==> config.mk <==
export PLATFORM = sky130hd
export DESIGN_NAME = fcmp_pipe_flat
export DESIGN_NICKNAME = d
export VERILOG_FILES = /design/src/rtl/fcmp_pipe_pkg.sv /design/src/rtl/fcmp_pipe_if.sv /design/src/rtl/fcmp_pipe_fkey_enc.sv /design/src/rtl/fcmp_pipe.sv /design/src/flat_wrapper.sv
export SDC_FILE = /design/constraint.sdc
export NUM_CORES = 1
export LEC_CHECK = 0
export ABC_AREA = 1
export BUFFER_PORTS_ARGS = -buffer_cell sky130_fd_sc_hd__buf_4
export CAP_MARGIN = 15
export CORE_UTILIZATION = 48
export CTS_BUF_LIST = sky130_fd_sc_hd__clkbuf_8 sky130_fd_sc_hd__clkbuf_16
export CTS_CLUSTER_DIAMETER = 40
export DETAILED_ROUTE_END_ITERATION = 6
export MAX_ROUTING_LAYER = met4
export PLACE_DENSITY = 0.68
export SYNTH_ARGS = -nofsm -noshare
export SYNTH_HDL_FRONTEND = slang
export SYNTH_SLANG_ARGS = --single-unit
==> constraint.sdc <==
create_clock -name clk -period 4.6 [get_ports clk]
set_input_delay 0.92 -clock clk [delete_from_list [all_inputs] [get_ports clk]]
set_output_delay 0.92 -clock clk [all_outputs]
set_load 0.05 [all_outputs]
==> src/rtl/fcmp_pipe_pkg.sv <==
// ---------------------------------------------------------------
// fcmp_pipe_pkg : opcodes and key constants for the FP compare unit
// Rev 1.0
// ---------------------------------------------------------------
`default_nettype none

package fcmp_pipe_pkg;

  typedef logic [31:0] key_t;

  localparam logic [2:0] OP_FEQ  = 3'd0;
  localparam logic [2:0] OP_FLT  = 3'd1;
  localparam logic [2:0] OP_FLE  = 3'd2;
  localparam logic [2:0] OP_FMIN = 3'd3;
  localparam logic [2:0] OP_FMAX = 3'd4;

  // +0 and -0 both map here so they compare equal.
  localparam key_t KEY_ZERO = 32'h8000_0000;

endpackage

`default_nettype wire

==> src/rtl/fcmp_pipe_if.sv <==
// ---------------------------------------------------------------
// fcmp_pipe_if : request/response valid-ready bundle of fcmp_pipe
// Rev 1.0
// ---------------------------------------------------------------
`default_nettype none

interface fcmp_pipe_if #(
  parameter int TAG_W = 5
);

  logic             in_valid;
  logic             in_ready;
  logic [2:0]       in_op;
  logic [31:0]      in_x1;
  logic [31:0]      in_x2;
  logic [TAG_W-1:0] in_tag;
  logic             out_valid;
  logic             out_ready;
  logic [31:0]      out_y;
  logic [TAG_W-1:0] out_tag;

  modport master (
    output in_valid, in_op, in_x1, in_x2, in_tag, out_ready,
    input  in_ready, out_valid, out_y, out_tag
  );

  modport slave (
    input  in_valid, in_op, in_x1, in_x2, in_tag, out_ready,
    output in_ready, out_valid, out_y, out_tag
  );

endinterface

`default_nettype wire

==> src/rtl/fcmp_pipe_fkey_enc.sv <==
// ---------------------------------------------------------------
// fcmp_pipe_fkey_enc : float bits -> unsigned-comparable ordering key
// Rev 1.0
// ---------------------------------------------------------------
`default_nettype none

module fcmp_pipe_fkey_enc
  import fcmp_pipe_pkg::*;
(
  input  logic [31:0] f_i,
  output key_t        key_o
);

  always_comb begin
    key_o = KEY_ZERO;
    if (f_i[30:0] != 31'd0) begin
      // Negative magnitudes are inverted so larger magnitude sorts lower.
      key_o = f_i[31] ? {1'b0, ~f_i[30:0]} : {1'b1, f_i[30:0]};
    end
  end

endmodule

`default_nettype wire

==> src/rtl/fcmp_pipe.sv <==
// ---------------------------------------------------------------
// fcmp_pipe : two-stage pipelined FP compare and min/max unit
// Rev 1.0
// ---------------------------------------------------------------
`default_nettype none

module fcmp_pipe
  import fcmp_pipe_pkg::*;
#(
  parameter int TAG_W = 5
) (
  input  logic         clk,
  input  logic         rstn,
  fcmp_pipe_if.slave   bus
);

  logic             adv1;
  logic             adv2;
  logic             s1_valid_q;
  logic             s2_valid_q;
  key_t             k1_d;
  key_t             k2_d;
  key_t             k1_q;
  key_t             k2_q;
  logic [31:0]      x1_q;
  logic [31:0]      x2_q;
  logic [2:0]       op_q;
  logic [TAG_W-1:0] tag_q;
  logic [31:0]      y_d;
  logic [31:0]      y_q;
  logic [TAG_W-1:0] out_tag_q;
  logic             eq;
  logic             lt;

  assign adv2         = !s2_valid_q || bus.out_ready;
  assign adv1         = !s1_valid_q || adv2;
  assign bus.in_ready = adv1;
  assign bus.out_valid = s2_valid_q;
  assign bus.out_y    = y_q;
  assign bus.out_tag  = out_tag_q;

  fcmp_pipe_fkey_enc u_fkey_enc_x1 (.f_i(bus.in_x1), .key_o(k1_d));
  fcmp_pipe_fkey_enc u_fkey_enc_x2 (.f_i(bus.in_x2), .key_o(k2_d));

  always_ff @(posedge clk or negedge rstn) begin
    if (!rstn) begin
      s1_valid_q <= 1'b0;
    end else if (adv1) begin
      s1_valid_q <= bus.in_valid;
    end
  end

  always_ff @(posedge clk) begin
    if (adv1 && bus.in_valid) begin
      k1_q  <= k1_d;
      k2_q  <= k2_d;
      x1_q  <= bus.in_x1;
      x2_q  <= bus.in_x2;
      op_q  <= bus.in_op;
      tag_q <= bus.in_tag;
    end
  end

  always_comb begin
    eq  = (k1_q == k2_q);
    lt  = (k1_q < k2_q);
    y_d = 32'h0000_0000;
    case (op_q)
      OP_FEQ:  y_d = {31'd0, eq};
      OP_FLT:  y_d = {31'd0, lt};
      OP_FLE:  y_d = {31'd0, lt | eq};
      // Ties fall through to x1, which fixes fmin(-0,+0) = -0.
      OP_FMIN: y_d = (k2_q < k1_q) ? x2_q : x1_q;
      OP_FMAX: y_d = lt ? x2_q : x1_q;
      default: y_d = 32'h0000_0000;
    endcase
  end

  always_ff @(posedge clk or negedge rstn) begin
    if (!rstn) begin
      s2_valid_q <= 1'b0;
      y_q        <= 32'h0000_0000;
      out_tag_q  <= '0;
    end else if (adv2) begin
      s2_valid_q <= s1_valid_q;
      if (s1_valid_q) begin
        y_q       <= y_d;
        out_tag_q <= tag_q;
      end
    end
  end

endmodule

`default_nettype wire
==> src/flat_wrapper.sv <==
// flat-port wrapper written by rule: the top's interface ports become plain ports
module fcmp_pipe_flat import fcmp_pipe_pkg::*;
#(
  parameter int TAG_W = 5
)
  (clk, rstn, bus_in_valid, bus_in_op, bus_in_x1, bus_in_x2, bus_in_tag, bus_out_ready, bus_in_ready, bus_out_valid, bus_out_y, bus_out_tag);
  fcmp_pipe_if #(.TAG_W(TAG_W)) bus_i ();
  input  logic clk;
  input  logic rstn;
  input wire logic [$bits(bus_i.in_valid)-1:0] bus_in_valid;
  input wire logic [$bits(bus_i.in_op)-1:0] bus_in_op;
  input wire logic [$bits(bus_i.in_x1)-1:0] bus_in_x1;
  input wire logic [$bits(bus_i.in_x2)-1:0] bus_in_x2;
  input wire logic [$bits(bus_i.in_tag)-1:0] bus_in_tag;
  input wire logic [$bits(bus_i.out_ready)-1:0] bus_out_ready;
  output wire logic [$bits(bus_i.in_ready)-1:0] bus_in_ready;
  output wire logic [$bits(bus_i.out_valid)-1:0] bus_out_valid;
  output wire logic [$bits(bus_i.out_y)-1:0] bus_out_y;
  output wire logic [$bits(bus_i.out_tag)-1:0] bus_out_tag;
  assign bus_i.in_valid = bus_in_valid;
  assign bus_i.in_op = bus_in_op;
  assign bus_i.in_x1 = bus_in_x1;
  assign bus_i.in_x2 = bus_in_x2;
  assign bus_i.in_tag = bus_in_tag;
  assign bus_i.out_ready = bus_out_ready;
  assign bus_in_ready = bus_i.in_ready;
  assign bus_out_valid = bus_i.out_valid;
  assign bus_out_y = bus_i.out_y;
  assign bus_out_tag = bus_i.out_tag;
  fcmp_pipe #(.TAG_W(TAG_W)) u_core (.clk(clk), .rstn(rstn), .bus(bus_i));
endmodule
# Word-level counts from Yosys, hierarchy flattened
# Cells that the tools add are included.
# totals
reg_bits,175
output_inout_bits,39
# classes
n_lt_le_gt_ge,2
muxes,5
reduce_logical,9
n_eq_ne,5
bitwise_logic,3
# op_table
op,n
$pmux 32 s5,1
$mux 32,4
$lt 32x32->1,2
$not 31->31,2
$reduce_bool 31->1,2
$eq 32x32->1,1
$eq 3x2->1 const B,2
$eq 3x1->1 const B,1
$eq 3x3->1 const B,1
$logic_not 3->1,1
$logic_not 1->1,2
$logic_or 1x1->1,2
$reduce_and 2->1,1
$logic_and 1x1->1,1
$or 1x1->1,1

# Depth between registers and ports, before layout
# logic_depth
ltp_word,4
mapped_depth,20
mapped_depth_nobuf,20

# By module
# A second synthesis with hierarchy kept.
# unflattened
cells_unflattened,939
area_unflattened_um2,9097.5
# by_module_without_submodules
module,cells_each,area_each_um2,n_inst
fcmp_pipe,737,7918.8,1
fcmp_pipe_fkey_enc,101,589.3,2

# Worst setup path before layout
# OpenSTA, ideal clock, no wires.
# synth_timing
path_type,input port to flip-flop
from,in bus_out_ready
to,reg u_core.k1_q[0] (enable)
required_time_ps,4112
path_slack_ps,-28
path_buffers,0
setup_time_ps,488
t_arrival_ps,4140
cell_stages,4
path_cell_list,inv_1 -> nand3_1 -> nand2_1 -> inv_1
# synth_between
elab_chain_len,3
# synth_rtl
item,line,rtl
"start, declared",flat_wrapper.sv:15,input wire logic [$bits(bus_i.out_ready)-1:0] bus_out_ready;
$logic_or 1x1->1,fcmp_pipe.sv:35,assign adv2 = !s2_valid_q || bus.out_ready;
$logic_or 1x1->1,fcmp_pipe.sv:36,assign adv1 = !s1_valid_q || adv2;
named net bus_in_ready,flat_wrapper.sv:16,output wire logic [$bits(bus_i.in_ready)-1:0] bus_in_ready;
$logic_and 1x1->1,fcmp_pipe.sv:54,if (adv1 && bus.in_valid) begin
"end signal, assigned",fcmp_pipe.sv:55,k1_q <= k1_d;
"end, declared",fcmp_pipe.sv:23,key_t k1_q;
# The timed path passes the listed nets, and every way through them passes these cells.
# A chain may end at the register's enable or synchronous reset.

# Final worst setup path
# layout_timing
from,reg u_core.k1_q[31]
to,reg u_core.y_q[12] (netlist: u_core.bus.out_y[12])
# layout_between
elab_chain_len,3
word_cells_on_any_way,5
# layout_rtl
item,line,rtl
"$lt 32x32->1, on equally long branches","fcmp_pipe.sv:66, fcmp_pipe.sv:73",
"$mux 32, on equally long branches","fcmp_pipe.sv:74, fcmp_pipe.sv:73",
$pmux 32 s5 *,fcmp_pipe.sv:68,case (op_q)
"end signal, assigned",fcmp_pipe.sv:87,y_q <= y_d;
"end, declared",fcmp_pipe.sv:30,logic [31:0] y_q;
# Every way passes the cells marked *; elsewhere a longest branch is shown, timed or not.

==> impl_metrics.py <==
metrics = {
    "worst_setup_path": {
        "max_stage_delay_ns": 0.38,
        "worstPathCellList": "ha_1 > nand2_1 > nor2_1 > nand2_1 > nor3_4 > nand2_4 > nand2_8 > nand2_8 > nand2_1 > nand2_1 > o21ai_1 > nand2_1 > nand2_1",
        "critPathSlowestCell": "edfxtp_1",
        "critPathTopFamily": "simple AND/OR/NAND/NOR gates",
        "worstSetupStartpointType": "flop",
        "r2r_setup_slack_ns": 1.71,
        "endpoint_kind": "flop",
        "path_common_cell": "nand2_1",
        "arrival_ns": 3.27,
        "critical_path_buf_inv_count": 0,
        "crit_type": "flop to flop",
        "cp.required_ns": 4.97,
        "cp_max_fo": 64,
    },
    "yosys": {
        "synth_seq_cells": 175,
        "yosysWarnings": 0,
        "syn_inst": 873,
        "ys_seq_area_share_pct": 58.3,
        "netlist.area_leader.share_pct": 47.1,
        "synthTopCellsByArea": "edfxtp_1 47%, dfrtp_1 11%, nand2_1 11%",
        "synthDistinctLibCells": 31,
        "synth_area_um2": 8670,
        "syn_area_per_cell_um2": 9.94,
        "yosys.area.top_type": "edfxtp_1",
        "synth_nets": 981,
    },
    "cts": {
        "cts_resized": 0,
        "holdBufCountCts": 0,
        "clock-root-buffer": "clkbuf_16",
        "numCtsBuffers": 17,
        "cts.path.max_buffers": 2,
        "clock-sinks": 175,
        "worstSkewPairLatency_ns": 0.44,
        "cts_max_level": 4,
        "cts_tree": "built",
        "post_cts_buffers": 0,
        "cts.reportedPaths.clkPinSlew_ns": 0.07,
    },
    "route": {
        "top_layer": "met4",
        "drt_iter0_drc": 373,
        "post-route-drc-count": 0,
        "wl_um": 19900,
        "met3WireLength_um": 1310,
        "ant_nets": 0,
        "wl_per_cell_um": 16.4,
        "drtPass1Iterations": 5,
        "detail_route.vias_per_cell": 5.16,
        "wirelength_met1_um": 9270,
        "vias": 6259,
        "met2_length_um": 8960,
    },
    "floorplanning": {
        "fp-row-count": 48,
        "start_util_pct": 49.6,
        "die_x_um": 136,
        "io_pins": 115,
        "dieArea_um2": 18600,
        "core_um2": 17500,
        "die_h_um": 136,
    },
    "power": {
        "power.total_mw": 4.49,
        "powerDensity_nw_per_um2": 435,
        "vdd_drop_max_uv": 365,
        "p_leak_nw": 4.54,
    },
    "sta": {
        "max_slew_margin_pct": 45.0,
        "fin_tns_setup_ns": 0,
        "setup_viol": 0,
        "period_needed_ns": 2.89,
        "drv_slew": 0,
        "fin_skew_ns": 0.00792,
        "finalHoldViolations": 0,
        "tightestPinTransition_ns": 0.823,
        "fmax_mhz": 346,
        "fin_crit_sh_pct": 62.9,
        "rsz0062_at_grt": "no",
    },
    "placement": {
        "portBuffers": 114,
        "hpwl_um": 13400,
        "gp_congestion": 0.794,
        "post-place-cells": 1180,
        "postPlaceCellArea_um2": 9690,
    },
    "cells_and_area": {
        "final_common_cell": "nand2_1",
        "drive_gt1_share_pct": 17.0,
        "num_antenna_cells": 0,
        "fin_area_um2": 10300,
        "multi_input_area_um2": 3120,
        "stdcell_count": 1212,
        "area_growth_pct": 18.9,
        "nets": 1082,
        "final_cell_mix": "249 x nand2_1, 136 x edfxtp_1, 120 x buf_4, 105 x nor2_1, 80 x inv_1",
        "register_area_um2": 5060,
        "nFillCells": 1483,
    },
    "grt": {
        "grt_pass1_wl_um": 30900,
        "antenna_found_initial": 0,
        "grt_max_degree": 65,
        "track_usage_pct": 23.2,
        "grt_pass1_vias": 5827,
        "gr-total-overflow": 0,
    },
    "outcome": {
        "outcome": "finished, final reports clean",
    },
    "min_path": {
        "hold_class": "flop to flop",
    },
    "job": {
        "maxCapViolCount": 0,
    },
}
==> through the flow <==
| stage | util [%] | hold slack (ns) | setup WS [ns] |
|---|---|---|---|
| after floorplan | - | 0.418 | 0.478 |
| after detailed placement | 55.5 | 0.426 | 1.42 |
| final | 59.0 | 0.437 | 1.71 |
| after global routing | 59.0 | 0.454 | 1.47 |
| after global placement | 55.5 | 0.422 | 1.47 |
| after CTS | 59.0 | 0.442 | 1.73 |
==> sequential cells by signal, indices dropped and copies added, names as in the netlist, 3 cells and up <==
name / flops
u_core.bus.out_y: 32
u_core.k1_q: 32
u_core.k2_q: 32
u_core.x1_q: 32
u_core.x2_q: 32
u_core.bus.out_tag: 5
u_core.tag_q: 5
u_core.op_q: 3
==> cell type report <==
type	instances	area share, %
clock buffers	17	4.12
multi-input cells	576	30.2
inverters	83	3.06
repair buffers	121	8.93
well taps	225	2.73
flip-flops and latches	175	49.1
clock inverters	15	1.88
==> worst register-to-register path: cells and delay by family (launching register included) <==
kind,cells,cell delay (ns)
AND/OR/NAND/NOR,11,1.87
flip-flops,1,0.38
adder cells (fa/ha/maj),1,0.31
AO/OA/AOI/OAI,1,0.28
==> metal layers <==
layer	vias up	track usage (%)
li1	3078	-
met1	2956	31.4
met2	199	34.5
met3	26	5.63
met4	0	7.16
met5	-	-
==> Yosys cell counts <==
cell	n
a21o_1	1
a21oi_1	13
a21oi_4	1
buf_2	18
buf_4	2
buf_6	4
clkbuf_1	15
dfrtp_1	39
edfxtp_1	136
ha_1	32
inv_1	79
inv_2	4
nand2_1	249
nand2_4	1
nand2_8	2
nand3_1	10
nand3b_2	1
nand4_1	5
nand4_2	1
nor2_1	107
nor2_2	1
nor3_1	7
nor3_4	1
nor3b_1	2
nor4_1	11
o211ai_1	31
o21a_1	2
o21ai_0	2
o21ai_1	33
or4_1	1
xnor2_1	62
==> worst paths after layout <==
| kind | start | to | depth (start not counted) |
|---|---|---|---|
| worst max-delay path | u_core.k1_q[31]$_SDFFCE_PN1P_ | u_core.bus.out_y[12]$_DFFE_PN0P_ | 13 |
| worst min-delay path | u_core.tag_q[3]$_DFFE_PP_ | u_core.bus.out_tag[3]$_DFFE_PN0P_ | 2 |
| worst max register to register | u_core.k1_q[31]$_SDFFCE_PN1P_ | u_core.bus.out_y[12]$_DFFE_PN0P_ | 13 |
| max in group asynchronous | rstn | u_core.bus.out_y[25]$_DFFE_PN0P_ | 1 |
| min in group asynchronous | rstn | u_core.bus.out_y[5]$_DFFE_PN0P_ | 1 |
| worst min register to register | u_core.tag_q[3]$_DFFE_PP_ | u_core.bus.out_tag[3]$_DFFE_PN0P_ | 2 |
==> power by group <==
group	leakage (nW)	switching (mW)	total, mW	internal, mW
combinational	2.40	0.682	0.993	0.312
sequential	1.83	0.0724	1.98	1.91
clock	0.310	0.608	1.52	0.907
==> logic make-up after synthesis <==
| group | count (synthesis) | synth area share, % |
|---|---|---|
| AOI/OAI and AO/OA | 83 | 5.90 |
| xor gates and xnor gates | 62 | 6.26 |
| adders and majority gates | 32 | 4.62 |
| buffers and inverters | 122 | 5.97 |
| DFF | 175 | 58.3 |
| and+or+nand+nor | 399 | 18.9 |
Power figures use the tool's default switching activity.
